## config.mk

```make
export PLATFORM = sky130hd
export DESIGN_NAME = dmi_arbiter
export DESIGN_NICKNAME = d
export VERILOG_FILES = /design/src/rtl/dmi_pkg.sv /design/src/rtl/dmi_arbiter_rr_arb2.sv /design/src/rtl/dmi_arbiter.sv
export SDC_FILE = /design/constraint.sdc
export NUM_CORES = 1
export LEC_CHECK = 0
export ABC_AREA = 0
export CAP_MARGIN = 40
export CORE_ASPECT_RATIO = 1.4
export CORE_MARGIN = 2
export CORE_UTILIZATION = 44
export CTS_CLUSTER_DIAMETER = 50
export CTS_CLUSTER_SIZE = 8
export DETAILED_ROUTE_END_ITERATION = 8
export GPL_ROUTABILITY_DRIVEN = 0
export HOLD_SLACK_MARGIN = 0.05
export PLACE_DENSITY = 0.85
export SYNTH_ARGS = -nofsm -noshare
export SYNTH_HDL_FRONTEND = slang
export SYNTH_SLANG_ARGS = --single-unit
```

## constraint.sdc

```tcl
create_clock -name clk -period 2.15 [get_ports clk]
set_input_delay 0.43 -clock clk [delete_from_list [all_inputs] [get_ports clk]]
set_output_delay 0.43 -clock clk [all_outputs]
set_load 0.02 [all_outputs]
```

## src/rtl/dmi_pkg.sv

```systemverilog
// dmi_pkg
//   Shared definitions for the DMI arbiter slice: default DMI widths, the
//   arbiter state encoding and the requester id constants used by both the
//   arbiter and its round-robin grant helper.
//   No ports (package).
package dmi_pkg;

  localparam int DMI_ADDR_W = 7;
  localparam int DMI_DATA_W = 32;

  // Arbiter FSM states
  typedef enum logic [1:0] {
    ST_IDLE  = 2'd0,
    ST_ISSUE = 2'd1,
    ST_WAIT  = 2'd2,
    ST_RESP  = 2'd3
  } dmi_state_t;

  // Requester ids, also used as the priority / owner encoding
  localparam logic REQ_M0 = 1'b0;
  localparam logic REQ_M1 = 1'b1;

  // The requester that gets preference after `id` has been served
  function automatic logic other_req(input logic id);
    return ~id;
  endfunction

endpackage

```

## src/rtl/dmi_arbiter_rr_arb2.sv

```systemverilog
// rr_arb2
//   Purely combinational two-way round-robin grant. The priority state lives
//   in the caller; this block only resolves one cycle's requests.
//   Ports:
//     req0, req1 : request from requester 0 / 1
//     prio       : requester preferred when both request (REQ_M0 / REQ_M1)
//     grant      : one-hot grant, bit 0 = requester 0, bit 1 = requester 1
//     winner     : id of the granted requester (meaningful only if grant != 0)
module rr_arb2
  import dmi_pkg::*;
(
  input  logic       req0,
  input  logic       req1,
  input  logic       prio,
  output logic [1:0] grant,
  output logic       winner
);

  // Requester 0 wins when it is alone or when it holds priority; otherwise
  // requester 1 wins whenever it requests.
  always_comb begin
    grant  = 2'b00;
    winner = REQ_M0;
    if (req0 && (!req1 || (prio == REQ_M0))) begin
      grant  = 2'b01;
      winner = REQ_M0;
    end else if (req1) begin
      grant  = 2'b10;
      winner = REQ_M1;
    end
  end

endmodule

```

## src/rtl/dmi_arbiter.sv

```systemverilog
// dmi_arbiter
//   Shares the single DMI port of the debug module between the JTAG DTM (m0)
//   and a secondary host bridge (m1). One command is accepted at a time via
//   valid/ready, issued as a single-cycle dmi_valid strobe, and after the
//   fixed read latency a one-cycle response pulse returns to the issuer.
//   Ports:
//     clk, resetn            : clock, synchronous active-low reset
//     mX_req_valid/ready     : command handshake for requester X (0/1)
//     mX_req_wr/addr/wdata   : command type, register address, write data
//     mX_rsp_valid/rdata     : one-cycle response pulse, read data (0 on write)
//     dmi_valid              : single-cycle access strobe to the debug module
//     dmi_wr/addr/wdata      : access type, address, write data (held when idle)
//     dmi_rdata              : registered read data from the debug module
//   RD_LATENCY (legal 1..15) is the cycle count from the dmi_valid cycle to
//   the cycle in which dmi_rdata is valid.
module dmi_arbiter
  import dmi_pkg::*;
#(
  parameter int ADDR_W     = DMI_ADDR_W,
  parameter int DATA_W     = DMI_DATA_W,
  parameter int RD_LATENCY = 1
) (
  input  logic              clk,
  input  logic              resetn,

  input  logic              m0_req_valid,
  output logic              m0_req_ready,
  input  logic              m0_req_wr,
  input  logic [ADDR_W-1:0] m0_req_addr,
  input  logic [DATA_W-1:0] m0_req_wdata,
  output logic              m0_rsp_valid,
  output logic [DATA_W-1:0] m0_rsp_rdata,

  input  logic              m1_req_valid,
  output logic              m1_req_ready,
  input  logic              m1_req_wr,
  input  logic [ADDR_W-1:0] m1_req_addr,
  input  logic [DATA_W-1:0] m1_req_wdata,
  output logic              m1_rsp_valid,
  output logic [DATA_W-1:0] m1_rsp_rdata,

  output logic              dmi_valid,
  output logic              dmi_wr,
  output logic [ADDR_W-1:0] dmi_addr,
  output logic [DATA_W-1:0] dmi_wdata,
  input  logic [DATA_W-1:0] dmi_rdata
);

  // WAIT counts down from RD_LATENCY-1 so that the zero cycle is exactly the
  // cycle in which the debug module presents the read data.
  localparam logic [3:0] CNT_LOAD = 4'(RD_LATENCY - 1);

  dmi_state_t        state;
  dmi_state_t        state_nxt;
  logic              prio;
  logic              owner;
  logic [3:0]        wait_cnt;

  logic [1:0]        grant;
  logic              winner;
  logic              accept;
  logic              req_wr;
  logic [ADDR_W-1:0] req_addr;
  logic [DATA_W-1:0] req_wdata;
  logic              capture_rsp;
  logic [DATA_W-1:0] rsp_data_nxt;

  rr_arb2 u_rr_arb2 (
    .req0   (m0_req_valid),
    .req1   (m1_req_valid),
    .prio   (prio),
    .grant  (grant),
    .winner (winner)
  );

  // Ready is offered only in IDLE, and is held off while reset is asserted
  // so a requester never sees a handshake on an edge that resets the arbiter.
  assign m0_req_ready = resetn && (state == ST_IDLE) && grant[0];
  assign m1_req_ready = resetn && (state == ST_IDLE) && grant[1];
  assign accept       = m0_req_ready || m1_req_ready;

  assign req_wr    = (winner == REQ_M1) ? m1_req_wr    : m0_req_wr;
  assign req_addr  = (winner == REQ_M1) ? m1_req_addr  : m0_req_addr;
  assign req_wdata = (winner == REQ_M1) ? m1_req_wdata : m0_req_wdata;

  // A write responds straight after ISSUE with zero data; a read responds
  // when the countdown reaches zero, carrying the debug module's data.
  assign capture_rsp  = ((state == ST_ISSUE) && dmi_wr) ||
                        ((state == ST_WAIT) && (wait_cnt == 4'd0));
  assign rsp_data_nxt = (state == ST_WAIT) ? dmi_rdata : '0;

  // State register
  always_ff @(posedge clk) begin
    if (!resetn) begin
      state <= ST_IDLE;
    end else begin
      state <= state_nxt;
    end
  end

  // Next-state logic
  always_comb begin
    state_nxt = state;
    case (state)
      ST_IDLE:  if (accept) state_nxt = ST_ISSUE;
      ST_ISSUE: state_nxt = dmi_wr ? ST_RESP : ST_WAIT;
      ST_WAIT:  if (wait_cnt == 4'd0) state_nxt = ST_RESP;
      ST_RESP:  state_nxt = ST_IDLE;
      default:  state_nxt = ST_IDLE;
    endcase
  end

  // Datapath: latch the granted command, strobe the DMI, count the read
  // latency and deliver the response to the owner only. Priority flips on
  // every grant, contested or not, so continuous contention alternates.
  always_ff @(posedge clk) begin
    if (!resetn) begin
      prio         <= REQ_M0;
      owner        <= REQ_M0;
      wait_cnt     <= 4'd0;
      dmi_valid    <= 1'b0;
      dmi_wr       <= 1'b0;
      dmi_addr     <= '0;
      dmi_wdata    <= '0;
      m0_rsp_valid <= 1'b0;
      m1_rsp_valid <= 1'b0;
      m0_rsp_rdata <= '0;
      m1_rsp_rdata <= '0;
    end else begin
      dmi_valid    <= accept;
      m0_rsp_valid <= capture_rsp && (owner == REQ_M0);
      m1_rsp_valid <= capture_rsp && (owner == REQ_M1);

      if (accept) begin
        dmi_wr    <= req_wr;
        dmi_addr  <= req_addr;
        dmi_wdata <= req_wdata;
        owner     <= winner;
        prio      <= other_req(winner);
      end

      if (state == ST_ISSUE) begin
        wait_cnt <= CNT_LOAD;
      end else if ((state == ST_WAIT) && (wait_cnt != 4'd0)) begin
        wait_cnt <= wait_cnt - 4'd1;
      end

      if (capture_rsp) begin
        if (owner == REQ_M0) begin
          m0_rsp_rdata <= rsp_data_nxt;
        end else begin
          m1_rsp_rdata <= rsp_data_nxt;
        end
      end
    end
  end

endmodule

```

Word level (Yosys, flattened, before mapping)
Index checks and enable logic that the tools add are counted.
Widths: inputs -> output; s select.

word-level totals
  bits in registers = 115
  bits in latches = 0
  bits in writable memories = 0
  memory bits (read-only) = 0
  input bits = 116
  output and inout bits = 109
  memories = 0

operators by class
  add/subtract/negate cells = 1
  $mul = 0
  div/mod/pow operators = 0
  $lt $le $gt $ge = 0
  equality and inequality tests = 5
  shift operators = 0
  muxes and demuxes = 12
  bitwise logic cells = 4
  reductions and logical operators = 20

operators by type and width
  cell                 number
  $mux 32              2
  $logic_and 1x1->1    9
  $mux 2               4
  $pmux 2 s4           1
  $mux 7               1
  $reduce_and 2->1     3
  $eq 2x2->1 const B   2
  $logic_not 4->1      1
  $mux 1               4
  $not 1->1            4
  $reduce_bool 4->1    1
  $sub 4x1->4 const B  1
  $logic_or 1x1->1     3
  $eq 2x1->1 const B   1
  $logic_not 2->1      1
  $ne 2x1->1 const B   1
  $ne 2x2->1 const B   1
  $reduce_or 2->1      1
  $logic_not 1->1      1

Logic depth before layout (Yosys ltp)
Gate-level depths: netlist (run 1).

  depth after elaboration = 8
  gate-level depth with buffers = 8
  depth with buffers taken out = 5

Modules after synthesis
From an unflattened synthesis (run 1), not the netlist that was laid out.

second synthesis, totals
  cells, all modules = 493
  area, all modules = 4575.6 um2

by module, submodules not included
  module       instances  cells each  area an instance (um2)  sequential area each (um2)
  dmi_arbiter  1          489         4549.4                  2302.2
  rr_arb2      1          4           26.3                    0.0

Worst setup path before layout (run 1)
Ideal clock, no wire load.

  path kind = register -> output
  from = reg state[0]
  to = out m1_req_ready
  arrival time = 1313 ps
  data required time = 1720 ps
  slack = 407 ps
  cell stages (with the launch flop) = 7
  cells stage by stage = dfxtp_1 inv_1 ha_1 and3_1 buf_2 buf_2 and2_1

on the way
  longest elaborated chain between the ends = 3

ends and longest elaborated chain
  element                          RTL line           RTL
  from (decl)                      dmi_arbiter.sv:53  dmi_state_t state;
  from (signal assigned)           dmi_arbiter.sv:97  state <= state_nxt;
  $logic_not 2->1                  dmi_arbiter.sv:79  assign m1_req_ready = resetn && (state == ST_IDLE) && grant[1];
  $logic_and 1x1->1 (2 in series)  dmi_arbiter.sv:79
  to (decl)                        dmi_arbiter.sv:35  output logic m1_req_ready,

Every way passes these cells.

Final worst setup path (run 1)
  from = reg dmi_wr
  to = out dmi_wr

RTL lines
  element                 RTL line            RTL
  from (decl)             dmi_arbiter.sv:43   output logic dmi_wr,
  from (signal assigned)  dmi_arbiter.sv:135  dmi_wr <= req_wr;

No word-level cell between the ends.

==> results of run 1 <==
[cells by family after synthesis]
group / Yosys count
AND/OR/NAND/NOR: 295
AO/OA/AOI/OAI: 156
flip-flops: 115
buffers and inverters: 97
adder cells (fa/ha/maj): 4
multiplexers: 2
[per-stage QoR]
step	setup TNS, ns	total power, mW	hold WS [ns]
after global placement	-0.2307	5.237	0.4622
final	0	8.264	0.4944
after detailed placement	-0.2847	5.324	0.4872
after global routing	0	8.604	0.5227
after CTS	0	8.276	0.4940
after floorplan	0	4.166	0.4478
[routing by layer]
layer	share of wire [%]	up-vias
li1	-	2991
met1	37	3098
met2	51	407
met3	11	41
met4	1.6	0
met5	0	-
[how the worst min path moves through the flow]
stage,start,endpoint,slack [ns]
6_report,state[1]$_SDFFE_PN0P_,state[1]$_SDFFE_PN0P_,0.49
2_1_floorplan,prio$_SDFFE_PN0P_,prio$_SDFFE_PN0P_,0.45
3_5_place_dp,prio$_SDFFE_PN0P_,prio$_SDFFE_PN0P_,0.49
4_1_cts,prio$_SDFFE_PN0P_,prio$_SDFFE_PN0P_,0.49
5_1_grt,m0_rsp_rdata[21]$_SDFFE_PN0P_,m0_rsp_rdata[21]$_SDFFE_PN0P_,0.52
3_3_place_gp,state[1]$_SDFFE_PN0P_,state[1]$_SDFFE_PN0P_,0.46
[registers in the layout, indices dropped and copies added, names as in the netlist]
name	count
m0_rsp_rdata	32
dmi_wr	1
dmi_addr	7
m1_rsp_rdata	32
dmi_valid	1
prio	1
owner	1
m0_rsp_valid	1
dmi_wdata	32
m1_rsp_valid	1
state	2
wait_cnt	4
[final cells by class]
type	count	area (um^2)
multi-input combinational	457	2929
fill	971	3849
inverter	7	26.28
sequential	115	2302
clock inverter	11	158.9
tap	150	187.7
timing repair buffer	248	2522
clock buffer	20	456.7
[cell usage in the layout, fill, tap and decap left out, types with 2 or more instances in the layout]
cell	instances
clkbuf_8	2
bufinv_16	4
clkbuf_16	17
buf_12	9
a32oi_1	103
nand2b_1	2
and4_1	2
dfxtp_1	115
nand3_1	167
inv_1	5
mux2i_1	2
buf_4	16
clkbuf_2	2
and3_1	3
clkinv_2	6
nor2_1	4
ha_1	4
a21oi_1	45
nand4_1	65
clkdlybuf4s50_1	221
nand2_1	8
and2_1	35
inv_2	2
[synthesized netlist by cell type]
| master | instances |
|---|---|
| and4bb_1 | 1 |
| buf_4 | 1 |
| buf_2 | 50 |
| a311oi_1 | 1 |
| and4b_1 | 1 |
| nand4_1 | 65 |
| a211oi_1 | 1 |
| inv_1 | 5 |
| and2_1 | 35 |
| a21o_1 | 1 |
| clkbuf_1 | 38 |
| nor2_1 | 4 |
| a41oi_1 | 1 |
| and4_1 | 2 |
| a21oi_1 | 45 |
| nor2b_1 | 1 |
| o211ai_2 | 1 |
| nor4b_1 | 1 |
| or3b_4 | 1 |
| nand2b_1 | 2 |
| nand2_1 | 9 |
| dfxtp_1 | 115 |
| ha_1 | 4 |
| nand4bb_1 | 1 |
| o31ai_1 | 1 |
| o21ai_1 | 1 |
| a32oi_1 | 103 |
| and3_1 | 3 |
| nand3_1 | 167 |
| mux2i_1 | 2 |
| a22o_1 | 1 |
| nand4b_1 | 1 |
| buf_1 | 1 |
| nand3b_1 | 1 |
| inv_2 | 2 |
[worst min-delay path, delay by kind of cell, from the launching register on]
kind             cells  cell delay, ns
and+or+nand+nor      1            0.06
muxes                1            0.06
DFF                  1            0.32
[timing repair]
action	CTS	global route
resized for setup	4	2
cloned	0	0
setup endpoints to repair	2	2
[power by group]
group	internal (mW)	switching [mW]	leakage (nW)
clock	1.98	0.958	0.309
combinational	1.08	1.75	1.84
sequential	2.35	0.146	0.932
==> flow_summary.ini, run 1 <==
[outcome]
status = finished clean

[worst_setup_path]
crit_family = buffers and inverters
cp-start-kind = register
slowest_delay_ns = 0.68
reg2reg_from = state[0]$_SDFFE_PN0P_
worstRegToRegCells = 6
end_kind = output port
crit_path_start = dmi_wr$_SDFFE_PN0P_
r2r-end = wait_cnt[3]$_SDFFE_PP0P_
crit_required_ns = 1.72
arrival_ns = 1.56
crit_buf_inv = 1
cp_cell_sequence = clkdlybuf4s50_1
critical-path-slowest-cell = clkdlybuf4s50_1
r2r_slack_ns = 0.32
crit_end = dmi_wr
path_depth = 1
path_max_fanout = 6
path_class = reg2out

[synthesis]
yosys.area.top_type = dfxtp_1
syn_area_um2 = 5632
ys_types = 35
synthCells = 669
synth-seq-area-share_pct = 40.88
synth.mux.area_fraction_pct = 0.3555
synth_nets = 789
synthAdderAreaFrac_pct = 0.8887
ys_ff_latch = 115
synth_compound_area_share_pct = 21.20
syn_avg_cell_area_um2 = 8.418
synth_top_family_by_area = simple AND/OR/NAND/NOR gates
synth_warnings = 0
synthXorXnorAreaFrac_pct = 0
synthSimpleGateAreaFrac_pct = 29.04
synth_area_leaders = dfxtp_1 41%, a32oi_1 16%, nand3_1 15%, nand4_1 7.2%, buf_2 4.4%
synth_top_area_share_pct = 40.88

[power_and_ir_drop]
p_leak_nw = 3.079
ir_drop_mv = 0.7020
power_density_nw_per_um2 = 962.8

[grt]
grt_pass1_vias = 6293
use_met2_pct = 48.20
antenna_found_initial = 0
grt-ovfl-total = 0
grt_pass1_wl_um = 30990
grt_max_degree = 141
grt_use_met1_pct = 32.66
grt_use_met3_pct = 7.208
top_usage_layer = met2
track_usage_pct = 27.61

[clock_tree]
htreeDepth = 4
hold_buffers = 0
cts_tree = built
cts_buffer_depth = 2
postCtsSetupRepairBufs = 0
cts_buffers = 17
worst_skew_pair.late_latency_ns = 0.40
cts_num_sinks = 115
cts_root_buf = clkbuf_16
path_clk_slew_ns = 0.05

[floorplanning]
initial_core_util_pct = 45.30
die_height_um = 137.9
core_area_um2 = 12430
die_area_um2 = 13730
fp.dieW_um = 99.62
rows = 48
io_pins = 225

[timing]
skew_ns = 0.01016
period_share_pct = 92.40
fmax_ghz = 0.5034
setup_viol_count_final = 0
rsz0062_at_grt = false
hold_viol_final = 0
relSlewSlack_pct = 53.97
slew_viol_final = 0
min_period_ns = 1.987
tightest_slew_ns = 0.6894
setup_slack_ns = 0.1634

[worst_hold_path]
worstHoldPathType = reg2reg
hold_depth = 2

[placement]
placed_cell_area_um2 = 7978
place_hpwl_um = 12890
place_inst = 977
port_buffers = 224
dp_slack_ns = -0.1704

[route]
wl_um = 19840
ant_nets = 0
vias = 6537
via_per_inst = 6.485
route.detailed.drc = 0
wire_per_inst_um = 19.69
firstDrtPassIters = 6
drt_iter0_drc = 444

[finish]
final_layout_size_suffix_gt1_share_pct = 7.576
final_cells = 1008
syn2layout_area_growth_pct = 52.41
design_area_um2 = 8583
nets = 966
num_antenna_cells = 0
final_util_pct = 69.04

[job]
maxCapViolCount = 0
Note: power is estimated with default switching activity, not from simulation.
==> inputs of run 2 (changes only) <==
--- a/config.mk
+++ b/config.mk
@@ -9,13 +9,14 @@
 export CAP_MARGIN = 40
 export CORE_ASPECT_RATIO = 1.4
 export CORE_MARGIN = 2
-export CORE_UTILIZATION = 44
+export CORE_UTILIZATION = 40
 export CTS_CLUSTER_DIAMETER = 50
 export CTS_CLUSTER_SIZE = 8
 export DETAILED_ROUTE_END_ITERATION = 8
 export GPL_ROUTABILITY_DRIVEN = 0
 export HOLD_SLACK_MARGIN = 0.05
-export PLACE_DENSITY = 0.85
+export PLACE_DENSITY = 0.82
+export SLEW_MARGIN = 30
 export SYNTH_ARGS = -nofsm -noshare
 export SYNTH_HDL_FRONTEND = slang
 export SYNTH_SLANG_ARGS = --single-unit
==> constraint.sdc (replaced) <==
create_clock -name clk -period 1.8 [get_ports clk]
set_input_delay 0.36 -clock clk [delete_from_list [all_inputs] [get_ports clk]]
set_output_delay 0.36 -clock clk [all_outputs]
set_load 0.02 [all_outputs]
==> flow_summary.ini, run 2 (synthesis gave the netlist of run 1 again) <==
[finish]
final_cell_mix = 196 x clkdlybuf4s50_1, 167 x nand3_1, 113 x dfxtp_1, 103 x a32oi_1, 65 x nand4_1
largest_registers = dmi_wdata x32, m0_rsp_rdata x32, m1_rsp_rdata x32
nets = 984
mostFrequentLayoutCell = clkdlybuf4s50_1
syn2layout_area_growth_pct = 57.52
final_util_pct = 64.06
multiInputGateArea_um2 = 2954
seq_area_um2 = 2305
design_area_um2 = 8871
num_antenna_cells = 0
fillCellCount = 1146
final_layout_size_suffix_gt1_share_pct = 10.40

[timing]
rsz0062_at_grt = true
tightest_slew_ns = 0.7091
setup_slack_ns = -0.06028
hold_viol_final = 0
slew_viol_final = 0
min_period_ns = 1.860
relSlewSlack_pct = 52.66
setup_viol_count_final = 1
hold_ws_ns = 0.4659
skew_ns = 0.008195
fmax_ghz = 0.5376
setup_tns_ns = -0.06028
period_share_pct = 103.3

[power_and_ir_drop]
p_leak_nw = 3.598
p_switching_mw = 3.528
p_comb_share_pct = 37.5
seq_power_share_pct = 30.0
clkPwrFrac_pct = 32.5
p_int_mw = 6.474
power_density_nw_per_um2 = 1128
p_sw_share_pct = 35.27
ir_drop_mv = 0.6315
power_mw = 10.00

[grt]
grt_pass1_vias = 6163
grt_pass1_wl_um = 31260
antenna_found_initial = 0
grt_max_degree = 64
grt-ovfl-total = 0
track_usage_pct = 25.57

[worst_setup_path]
arrival_ns = 1.50
r2r_slack_ns = 0.10
cp-start-kind = register
reg2reg_from = state[1]$_SDFFE_PN0P_
crit_required_ns = 1.44
path_class = reg2out
worstRegToRegCells = 9
r2r-end = dmi_wr$_SDFFE_PN0P_
end_kind = output port
path_max_fanout = 2

[clock_tree]
hold_buffers = 0
cts_num_sinks = 115
worst_skew_pair.late_latency_ns = 0.41
cts_buffers = 17
cts_tree = built
htreeDepth = 4
cts_root_buf = clkbuf_16
cts_buffer_depth = 2
path_clk_slew_ns = 0.05

[floorplanning]
rows = 51
core_area_um2 = 13850
io_pins = 225
die_height_um = 144.4
initial_core_util_pct = 40.67
fp.dieW_um = 104.3
die_area_um2 = 15060

[route]
wl_um = 20100
drt_iter0_drc = 439
firstDrtPassIters = 7
route.detailed.drc = 0
wire_per_inst_um = 18.96
vias = 6540
ant_nets = 0
via_per_inst = 6.170

[placement]
place_hpwl_um = 12650
port_buffers = 224
placed_cell_area_um2 = 8167

[worst_hold_path]
hold_path_end = state[0]$_SDFFE_PN0P_
worstHoldPathType = in2reg
hold_depth = 4
hp-start = resetn

[outcome]
violations = setup timing
status = complete, but fails checks

[job]
maxCapViolCount = 0
run 2: cell types whose count changed in the layout (fill, tap and decap cells not counted), moves of 4 or more:
cell	previous run	this run
buf_4	16	29
clkdlybuf4s50_1	221	196
buf_12	9	14
clkinvlp_4	0	4
dlymetal6s2s_1	0	23
run 2: power by group through the flow:
| stage | clock [mW] | sequential, mW | combinational, mW |
|---|---|---|---|
| 2_1_floorplan | 0 | 3.27 | 1.71 |
| 3_3_place_gp | 0 | 3.03 | 3.50 |
| 3_5_place_dp | 0 | 3.04 | 3.53 |
| 4_1_cts | 3.32 | 3.00 | 3.67 |
| 5_1_grt | 3.44 | 3.03 | 3.99 |
| 6_report | 3.25 | 3.00 | 3.75 |
run 2: final cells by class:
type                    instances  area share (%)
clock buffers                  20           5.148
multi-input cells             457           33.30
well taps                     185           2.609
clock inverters                10           1.241
repair buffers                266           31.42
inverters                       7          0.2962
flip-flops and latches        115           25.98
run 2: what timing repair did:
action                     in CTS  in global routing
pin swaps                       2                  1
setup buffers                   3                  2
resized for setup              16                 26
setup endpoints to repair       6                 52
run 2: metal layers:
metal,track usage [%],part of all wire [%],up-vias
li1,-,-,3029
met1,29.96,40,3121
met2,43.55,49,349
met3,7.120,8.8,41
met4,11.66,2.3,0
met5,0,0,-
run 2: through the flow:
stage | std cells | setup WS, ns
2_1_floorplan | 669 | 0.1273
3_3_place_gp | 1025 | -0.3305
3_5_place_dp | 1025 | -0.3535
4_1_cts | 1058 | -0.07129
5_1_grt | 1060 | -0.09373
6_report | 1060 | -0.06028
run 2: how the worst max path moves through the flow:
stage                         endpoint  depth (start not counted)                  start
after floorplan           m1_req_ready                          6  state[0]$_SDFFE_PN0P_
after global placement    m0_req_ready                          4           m0_req_valid
after detailed placement  m0_req_ready                          4           m0_req_valid
after CTS                 m1_req_ready                          6  state[1]$_SDFFE_PN0P_
after global routing      m1_req_ready                          6  state[0]$_SDFFE_PN0P_
final                     m1_req_ready                          6  state[1]$_SDFFE_PN0P_
run 2: worst max-delay path, cell delays in order, from the launching register on:
cell	delay [ns]
dfxtp_2	0.33
inv_2	0.05
ha_4	0.16
buf_6	0.11
and3_4	0.17
and2_4	0.16
buf_6	0.13
